### config.mk
export PLATFORM = sky130hd
export DESIGN_NAME = spi_status_tx
export DESIGN_NICKNAME = d
export VERILOG_FILES = /design/src/rtl/spi_status_tx.sv
export SDC_FILE = /design/constraint.sdc
export NUM_CORES = 1
export LEC_CHECK = 0
export ABC_AREA = 1
export BUFFER_PORTS_ARGS = -buffer_cell sky130_fd_sc_hd__buf_2
export CORE_UTILIZATION = 51
export CTS_CLUSTER_SIZE = 8
export DETAILED_ROUTE_END_ITERATION = 16
export GPL_TIMING_DRIVEN = 0
export PLACE_DENSITY = 0.74
export SKIP_LAST_GASP = 1
export SYNTH_ARGS = -nofsm -noshare
export SYNTH_HDL_FRONTEND = slang
export SYNTH_SLANG_ARGS = --single-unit
### constraint.sdc
create_clock -name i_Clock -period 2.2 [get_ports i_Clock]
set_clock_uncertainty 0.05 [all_clocks]
set_input_delay 0.66 -clock i_Clock [delete_from_list [all_inputs] [get_ports i_Clock]]
set_output_delay 0.66 -clock i_Clock [all_outputs]
set_load 0.05 [all_outputs]
### src/rtl/spi_status_tx.sv
// SPI slave MISO transmitter: shifts a snapshot of status words out to the MCU
// while it clocks control words in. CS and SCK are oversampled in the i_Clock domain.
// Ports:
//   i_Clock, i_Reset    system clock, synchronous active-high reset
//   i_SPI_CS            chip select from the MCU, active low, asynchronous
//   i_SPI_Clock         SCK from the MCU, mode 0, asynchronous
//   i_Status            status words, word 0 in [15:0], sent first
//   o_SPI_Data          MISO, MSB first
//   o_Busy              high while a frame is in progress
//   o_Frame_Done        one-cycle pulse when CS deasserts at the end of a frame
//   o_Short_Frame       with o_Frame_Done: bit count differs from NUM_WORDS*16
//   o_Bit_Count         SCK rising edges seen in the last frame
module spi_status_tx #(
  parameter int NUM_WORDS   = 5,
  parameter int SYNC_STAGES = 2
) (
  input  logic                    i_Clock,
  input  logic                    i_Reset,
  input  logic                    i_SPI_CS,
  input  logic                    i_SPI_Clock,
  input  logic [NUM_WORDS*16-1:0] i_Status,
  output logic                    o_SPI_Data,
  output logic                    o_Busy,
  output logic                    o_Frame_Done,
  output logic                    o_Short_Frame,
  output logic [15:0]             o_Bit_Count
);

  // One spare code so the index can step past the last word without wrapping.
  localparam int WW = $clog2(NUM_WORDS + 2);
  localparam logic [15:0] FULL_BITS = 16'(NUM_WORDS * 16);
  localparam logic [WW-1:0] LAST_IDX = WW'(NUM_WORDS);

  typedef enum logic [1:0] {
    WAIT_IDLE,
    IDLE,
    SHIFT,
    DONE
  } state_t;

  state_t state_q;
  state_t state_d;

  logic [SYNC_STAGES-1:0] cs_sync;
  logic [SYNC_STAGES-1:0] sck_sync;
  logic cs_hist;
  logic sck_hist;
  logic cs_s;
  logic sck_s;
  logic cs_fall;
  logic cs_rise;
  logic sck_fall;
  logic sck_rise;

  logic [NUM_WORDS*16-1:0] snap;
  logic [15:0] shreg;
  logic [3:0] bit_idx;
  logic [WW-1:0] word_idx;
  logic [WW-1:0] next_idx;
  logic [15:0] next_word;
  logic [15:0] bit_cnt;

  // Synchronisers reset low so a frame already in progress at reset
  // release is never mistaken for a fresh CS falling edge.
  always_ff @(posedge i_Clock) begin
    if (i_Reset) begin
      cs_sync  <= '0;
      sck_sync <= '0;
      cs_hist  <= 1'b0;
      sck_hist <= 1'b0;
    end else begin
      cs_sync  <= {cs_sync[SYNC_STAGES-2:0], i_SPI_CS};
      sck_sync <= {sck_sync[SYNC_STAGES-2:0], i_SPI_Clock};
      cs_hist  <= cs_s;
      sck_hist <= sck_s;
    end
  end

  assign cs_s     = cs_sync[SYNC_STAGES-1];
  assign sck_s    = sck_sync[SYNC_STAGES-1];
  assign cs_fall  = cs_hist & ~cs_s;
  assign cs_rise  = ~cs_hist & cs_s;
  assign sck_fall = sck_hist & ~sck_s;
  assign sck_rise = ~sck_hist & sck_s;

  always_ff @(posedge i_Clock) begin
    if (i_Reset) begin
      state_q <= WAIT_IDLE;
    end else begin
      state_q <= state_d;
    end
  end

  always_comb begin
    state_d = state_q;
    unique case (state_q)
      WAIT_IDLE: if (cs_s && cs_hist) state_d = IDLE;
      IDLE:      if (cs_fall) state_d = SHIFT;
      SHIFT:     if (cs_rise) state_d = DONE;
      DONE:      state_d = IDLE;
      default:   state_d = WAIT_IDLE;
    endcase
  end

  always_comb begin
    o_Busy        = (state_q == SHIFT);
    o_SPI_Data    = (state_q == SHIFT) & shreg[15];
    o_Frame_Done  = (state_q == DONE);
    o_Short_Frame = (state_q == DONE) && (bit_cnt != FULL_BITS);
    o_Bit_Count   = bit_cnt;
  end

  // Word following the current one; zero once the snapshot is exhausted.
  assign next_idx = word_idx + 1'b1;

  always_comb begin
    next_word = '0;
    for (int k = 0; k < NUM_WORDS; k++) begin
      if (int'(next_idx) == k) next_word = snap[k*16 +: 16];
    end
  end

  // A CS rise in the same cycle as an SCK edge discards the SCK edge.
  always_ff @(posedge i_Clock) begin
    if (i_Reset) begin
      snap     <= '0;
      shreg    <= '0;
      bit_idx  <= '0;
      word_idx <= '0;
      bit_cnt  <= '0;
    end else if (state_q == IDLE && cs_fall) begin
      snap     <= i_Status;
      shreg    <= i_Status[15:0];
      bit_idx  <= '0;
      word_idx <= '0;
      bit_cnt  <= '0;
    end else if (state_q == SHIFT && !cs_rise) begin
      if (sck_rise && bit_cnt != 16'hFFFF) begin
        bit_cnt <= bit_cnt + 16'd1;
      end
      if (sck_fall) begin
        if (bit_idx == 4'd15) begin
          bit_idx <= '0;
          shreg   <= next_word;
          if (word_idx != LAST_IDX) word_idx <= next_idx;
        end else begin
          bit_idx <= bit_idx + 4'd1;
          shreg   <= {shreg[14:0], 1'b0};
        end
      end
    end
  end

endmodule

# After elaboration in Yosys (flattened, before gate mapping)
# Cells that the tools add are included.
[op_classes]
n_reduce_logical = 16
eq_ne = 14
n_addsub = 3
mux = 14
n_bitwise = 9
[ops]
columns = ["operator", "count"]
rows = [
  ["16-bit two-way mux", 9],
  ["16-bit by 1-bit adder with 16-bit output (second input constant)", 1],
  ["16-bit != test (second input constant)", 1],
  ["16-bit by 7-bit != test with 1-bit output (second input constant)", 1],
  ["3-bit equality test (second input constant)", 3],
  ["2-bit case mux with 4 select lines", 1],
  ["2-bit two-way mux", 3],
  ["2-bit AND reduction", 3],
  ["1-bit AND", 5],
  ["1-bit logical AND", 5],
  ["4-bit by 1-bit adder with 4-bit output (second input constant)", 1],
  ["2-bit equality test (second input constant)", 2],
  ["4-bit equality test (second input constant)", 1],
  ["4-bit two-way mux", 1],
  ["2-bit != test (second input constant)", 2],
  ["1-bit NOT", 4],
  ["4-bit AND reduction", 1],
  ["2-bit nonzero test", 2],
  ["3-bit by 1-bit adder with 3-bit output (second input constant)", 1],
  ["3-bit by 2-bit equality test with 1-bit output (second input constant)", 1],
  ["3-bit zero test", 1],
  ["3-bit != test (second input constant)", 1],
  ["3-bit AND reduction", 1],
  ["2-bit by 1-bit equality test with 1-bit output (second input constant)", 1],
  ["4 further kinds", 4],
]
[word_totals]
out_inout_bits = 20
ff_bits = 127
wordCells = 66

# Logic depth before layout (Yosys ltp)
# Gate-level depths: netlist (run 1).
[logic_depth]
word_depth = 11
ltp_mapped = 14
ltp_nobuf = 13

# Worst setup path after synthesis (run 1)
# No wires, ideal clock.
[synth_path]
kind = "register -> output"
start = "register bit_cnt[0] (netlist: o_Bit_Count[0])"
end = "output o_Short_Frame"
stages_incl_launch_ff = 6
n_path_buf = 0
t_arrival_ns = 1.951
setup_slack_ns = -0.461
required_ns = 1.490
cell_sequence = "dfxtp_1 inv_1 ha_1 nand4_1 nor4_1 a31oi_1"
[synth_between]
elab_chain_cells = 2
[synth_lines]
columns = ["item", "line_no", "rtl"]
rows = [
  ["from (decl)", "61", "logic [15:0] bit_cnt;"],
  ["from (signal assigned)", "139", "bit_cnt <= bit_cnt + 16'd1;"],
  ["16-bit by 7-bit != test with 1-bit output", "109", "o_Short_Frame = (state_q == DONE) && (bit_cnt != FULL_BITS);"],
  ["1-bit logical AND", "109", ""],
  ["to (decl)", "25", "output logic o_Short_Frame,"],
]
# Every way passes these cells.

# Worst setup path in the final report (run 1)
[layout_path]
start = "register bit_cnt[1] (netlist: o_Bit_Count[1])"
end = "output o_Short_Frame"
# The elaborated chain is that of the path after synthesis.

==> flow_summary.yaml, run 1 <==
place:
  port_buffers: 102
  routabilityCongestion: 0.952
  placed_cell_area_um2: 7060
  pre_cts_ws_ps: -249
  dp_hpwl_mm: 13.1
route:
  drt_iter0_drc: 512
  highest_layer: "met4"
  wl_met3_mm: 1.17
  wire_per_inst_um: 14.2
  wl_met1_mm: 7.94
  ant_nets: 0
  vias_per_cell: 5.18
  drc: 0
  firstDrtPassIters: 6
  wl_mm: 17.7
  via_count: 6441
  wl_met2_mm: 7.97
logic_synthesis:
  ys_seq_area_share_pct: 40.2
  synth_ff_type: "dfxtp_1"
  synth_warnings: 0
  synth.distinct_cells: 33
  async_flop_share_pct: 0
  postSynthAreaPerCell_um2: 6.74
  netlist_instances: 939
  ys_top_cells_by_area: "dfxtp_1 40%, nand2_1 13%, inv_1 8.1%"
  synth_edf_count: 0
  syn_nets: 1036
  synth_area_um2: 6320
  synth-seq-cells: 127
  yosys.area.top_type_share_pct: 40.2
  yosysTopAreaCell: "dfxtp_1"
die:
  dieArea_um2: 12900
  rows: 40
  die_h_um: 113
  io_pins: 104
  initial_core_util_pct: 52.4
  coreArea_um2: 12100
  die_x_um: 113
critical_path:
  worstPathArrival_ps: 1570
  slowest_delay_ps: 330
  worstSetupStartpointType: "register"
  crit_path_cell_trace: "inv_2 > ha_4 > nand4_1 > nor4_4 > a31oi_4 > buf_6"
  cp_slowest_cell: "dfxtp_2"
  r2r-start: "word_idx[0]$_SDFFE_PP0P_"
  cp_top_family: "simple AND/OR/NAND/NOR gates"
  crit_start: "o_Bit_Count[1]$_SDFFE_PP0P_"
  crit_cells: 6
  required_ps: 1490
  r2r_setup_slack_ps: 130
  end_kind: "output pin"
  path_buf_inv: 2
  r2r-end: "shreg[6]$_SDFFE_PP0P_"
  crit_fanout: 2
  rr_worst_depth: 12
  path_class: "register to output pin"
sta:
  finalMaxSlewViolations: 0
  whs_ps: 351
  fmax_ghz: 0.438
  finalHoldViolations: 0
  maxSlewHeadroom_pct: 53.6
  worstMarginPinSlew_ps: 697
  setup_violations: 1
  setup_ws_ps: -83.1
  period_share_pct: 104
  rsz0062_at_grt: "yes"
  period_minus_slack_ps: 2280
cells_and_area:
  nets: 1160
  layout_common_cells: "224 x nand2_1, 135 x inv_1, 124 x dfxtp_1"
  syn_to_final_growth_pct: 23.6
  diodes: 0
  final_common_cell: "nand2_1"
  drive_gt1_share_pct: 19.1
  final_area_um2: 7820
clock_tree:
  cts_tree: "yes"
  cts_buffers: 17
  cts_root_buffer: "clkbuf_16"
  path_clk_slew_ps: 60
  clkLatencyLatePin_ps: 420
  htree_levels: 4
  cts_sinks: 127
  clockBufferDepth: 2
pwr:
  p_switching_mw: 1.43
  comb_power_share_pct: 8.8
  internal-power_mw: 4.47
  p_per_area_nw_per_um2: 755
  p_leak_nw: 3.39
  swShare_pct: 24.2
  pwr-share-clk_pct: 50.5
  ir_drop_v: 0.000568
  total_power_mw: 5.90
  p_seq_share_pct: 40.7
global_route:
  antenna_found_initial: 0
  grtUsageTotal_pct: 28.9
  grt_max_degree: 17
  grt_pass1_vias: 5951
  grt_first_pass_wirelength_mm: 28.4
  grt_overflow: 0
run_status:
  status: "finished, violations left"
  violations: "negative setup slack"
hold_path:
  hp-class: "register to register"
  holdPathEnd: "sck_sync[1]$_SDFF_PP0_"
  min-delay-start: "sck_sync[0]$_SDFF_PP0_"
  hold_path_depth: 2
run:
  max_cap_viol_count: 0
final cells by class:
| cell class | instances | area, um2 |
|---|---|---|
| Clock buffer | 18 | 439 |
| Multi-Input combinational cell | 616 | 3090 |
| Timing Repair Buffer | 105 | 542 |
| Clock inverter | 14 | 190 |
| Fill cell | 1180 | 4240 |
| Buffer | 56 | 268 |
| Sequential cell | 127 | 2550 |
| Tap cell | 168 | 210 |
| Inverter | 140 | 528 |
Yosys cell counts (all sizes together), types with 7 or more instances:
master	n
a21oi	108
buf	23
clkbuf	33
dfxtp	127
ha	13
inv	139
nand2	233
nand3	84
nor2	33
nor3	12
o21ai	104
o22ai	10
xor2	7
worst max path at each step:
stage                                         endpoint  slack, ps
after floorplan                          o_Short_Frame         60
after global placement    o_Bit_Count[12]$_SDFFE_PP0P_       -200
after detailed placement   o_Bit_Count[6]$_SDFFE_PP0P_       -250
after CTS                                o_Short_Frame       -170
after global routing                     o_Short_Frame       -140
final                                    o_Short_Frame        -80
state kept, by name, indices dropped and copies added (netlist names), 2 cells and up:
name	cells
bit_idx	4
cs_sync	2
o_Bit_Count	16
sck_sync	2
shreg	16
snap	80
state_q	2
word_idx	3
power groups by stage:
| stage | Sequential [mW] | Clock, mW | Combinational (mW) |
|---|---|---|---|
| finish | 2.40 | 2.98 | 0.517 |
| floorplan | 2.45 | 0 | 0.314 |
| global route | 2.41 | 3.11 | 0.576 |
| global placement | 2.45 | 0 | 0.482 |
| CTS | 2.40 | 3.00 | 0.504 |
| detailed placement | 2.45 | 0 | 0.489 |
cells by family after synthesis:
kind of cell               share of synthesized area [%]
xor gates and xnor gates                            1.25
buffers and inverters                               12.3
and+or+nand+nor                                     25.3
DFF                                                 40.2
adders and majority gates                           2.57
AOI/OAI and AO/OA                                   18.4
repair_timing:
action | in CTS | in global routing
gates cloned | 0 | 0
setup endpoints to repair | 8 | 49
setup buffers | 3 | 0
pin swaps | 4 | 1
resized for setup | 14 | 24
hold buffers | 0 | 0
worst reg2reg max path: cells and delay by family (launching register included):
kind / cells / cell delay, ps
flip-flops: 1 / 410
adder cells (fa/ha/maj): 1 / 280
AO/OA/AOI/OAI: 1 / 140
AND/OR/NAND/NOR: 8 / 790
buffers and inverters: 2 / 320
stage by stage:
stage / util (%) / TNS [ps] / std cells
after floorplan: - / 0 / 939
after global placement: 58.6 / -2250 / 1209
after detailed placement: 58.6 / -3620 / 1209
after CTS: 64.4 / -169 / 1244
after global routing: 64.8 / -145 / 1244
final: 64.8 / -83.1 / 1244
per-layer routing:
metal / global-route usage [%] / vias to the layer above
met1: 37.7 / 2917
met3: 6.48 / 39
met2: 45.7 / 226
met5: 0 / -
met4: 12.5 / 0
li1: - / 3259
Power figures use the tool's default switching activity.
==> run 2, diff against run 1 <==
--- a/config.mk
+++ b/config.mk
@@ -7,11 +7,13 @@
 export LEC_CHECK = 0
 export ABC_AREA = 1
 export BUFFER_PORTS_ARGS = -buffer_cell sky130_fd_sc_hd__buf_2
+export CORE_ASPECT_RATIO = 1.1
 export CORE_UTILIZATION = 51
 export CTS_CLUSTER_SIZE = 8
 export DETAILED_ROUTE_END_ITERATION = 16
 export GPL_TIMING_DRIVEN = 0
 export PLACE_DENSITY = 0.74
+export RECOVER_POWER = 50
 export SKIP_LAST_GASP = 1
 export SYNTH_ARGS = -nofsm -noshare
 export SYNTH_HDL_FRONTEND = slang
==> flow_summary.yaml, run 2 (synthesis results as in run 1) <==
clock_tree:
  cts_buffers: 17
  clockBufferDepth: 2
  cts_hold_buf: 0
  clkLatencyLatePin_ps: 430
  cts_tree: "yes"
  htree_levels: 4
  path_clk_slew_ps: 60
  cts_root_buffer: "clkbuf_16"
  cts_sinks: 127
route:
  via_count: 6363
  wire_per_inst_um: 14.4
  vias_per_cell: 5.17
  drt_iter0_drc: 409
  wl_mm: 17.7
  firstDrtPassIters: 7
  drc: 0
  ant_nets: 0
critical_path:
  end_kind: "output pin"
  worstSetupStartpointType: "register"
  worstPathArrival_ps: 1600
  rr_worst_depth: 6
  path_class: "register to output pin"
  r2r-start: "state_q[1]$_SDFFE_PP0P_"
  r2r-end: "snap[54]$_SDFFE_PP0P_"
  required_ps: 1490
  critPathCapture: "o_Short_Frame"
  crit_fanout: 6
  crit_start: "o_Bit_Count[6]$_SDFFE_PP0P_"
  r2r_setup_slack_ps: 90
pwr:
  swShare_pct: 23.3
  p_leak_nw: 3.36
  ir_drop_v: 0.000561
  p_per_area_nw_per_um2: 783
  p_seq_share_pct: 39.2
  p_switching_mw: 1.43
  internal-power_mw: 4.70
  pwr-share-clk_pct: 52.5
  total_power_mw: 6.13
  comb_power_share_pct: 8.3
sta:
  worstMarginPinSlew_ps: 715
  finalHoldViolations: 0
  finalMaxSlewViolations: 0
  period_minus_slack_ps: 2310
  maxSlewHeadroom_pct: 52.3
  period_share_pct: 105
  setup_violations: 2
  fmax_ghz: 0.433
  rsz0062_at_grt: "yes"
  setup-tns-final_ps: -117
  setup_ws_ps: -107
cells_and_area:
  post-route-util_pct: 64.8
  drive_gt1_share_pct: 18.0
  fillers: 1128
  diodes: 0
  instances_no_fill: 1231
  final_common_cell: "nand2_1"
  final_area_um2: 7830
  top_register: "snap"
  largest_reg_flops: 80
  nets: 1161
  layout_common_cells: "226 x nand2_1, 135 x inv_1, 123 x dfxtp_1"
  syn_to_final_growth_pct: 23.8
hold_path:
  hold_path_depth: 2
  hp-class: "register to register"
place:
  placed_cell_area_um2: 7050
  dp_cells: 1195
  dp_hpwl_mm: 13.1
  port_buffers: 102
  routabilityCongestion: 0.923
global_route:
  grt_pass1_vias: 5794
  grtUsageTotal_pct: 28.9
  grt_max_degree: 17
  grt_first_pass_wirelength_mm: 28.2
  antenna_found_initial: 0
  grt_overflow: 0
die:
  die_x_um: 108
  coreArea_um2: 12100
  dieArea_um2: 12900
  io_pins: 104
  die_h_um: 119
  rows: 42
  initial_core_util_pct: 52.3
run:
  max_cap_viol_count: 0
run_status:
  status: "finished, violations left"
  violations: "negative setup slack"
run 2: how the worst min path moves through the flow:
| stage | startpoint | to | slack [ps] |
|---|---|---|---|
| finish | sck_sync[0]$_SDFF_PP0_ | sck_sync[1]$_SDFF_PP0_ | 360 |
| global route | sck_sync[0]$_SDFF_PP0_ | sck_sync[1]$_SDFF_PP0_ | 380 |
| CTS | cs_sync[0]$_SDFF_PP0_ | cs_sync[1]$_SDFF_PP0_ | 370 |
| detailed placement | cs_sync[0]$_SDFF_PP0_ | cs_sync[1]$_SDFF_PP0_ | 350 |
| global placement | cs_sync[0]$_SDFF_PP0_ | cs_sync[1]$_SDFF_PP0_ | 340 |
| floorplan | cs_sync[0]$_SDFF_PP0_ | cs_sync[1]$_SDFF_PP0_ | 340 |
run 2: what timing repair did:
action | in CTS | in global routing
gates resized for setup | 15 | 11
buffers inserted | 3 | 1
endpoints found under the setup margin | 5 | 50
pin swaps | 4 | 3
run 2: critical path, stage by stage (launching register included):
cell     delay (ps)
dfxtp_1         440
inv_1           130
nor4_4          300
a31oi_4         120
buf_6           170
run 2: area by class of cell:
cell class / instances / area (um2) / area share, %
repair buffers: 106 / 544 / 6.95
inverters: 140 / 528 / 6.74
plain buffers: 56 / 256 / 3.28
clock inverters: 14 / 238 / 3.04
multi-input cells: 616 / 3080 / 39.3
clock buffers: 18 / 439 / 5.61
well taps: 154 / 193 / 2.46
flip-flops and latches: 127 / 2550 / 32.6
run 2: power by group through the flow:
stage / Clock, mW / Combinational [mW] / Sequential, mW
2_1_floorplan: 0 / 0.314 / 2.45
3_3_place_gp: 0 / 0.481 / 2.45
3_5_place_dp: 0 / 0.489 / 2.45
4_1_cts: 3.24 / 0.507 / 2.40
5_1_grt: 3.34 / 0.566 / 2.41
6_report: 3.22 / 0.512 / 2.40
run 2: per-layer routing:
layer  part of all wire [%]  track usage (%)  up-vias
met4                    2.1             10.3        0
met3                    6.3             6.12       33
met5                      0                0        -
met2                     48             48.1      186
li1                       -                -     3252
met1                     44             36.4     2892
run 2: through the flow:
step	hold slack (ps)	worst slack, ps
after CTS	366	-168
final	362	-107
after global placement	340	-208
after global routing	383	-165
after detailed placement	348	-161
after floorplan	338	55.1
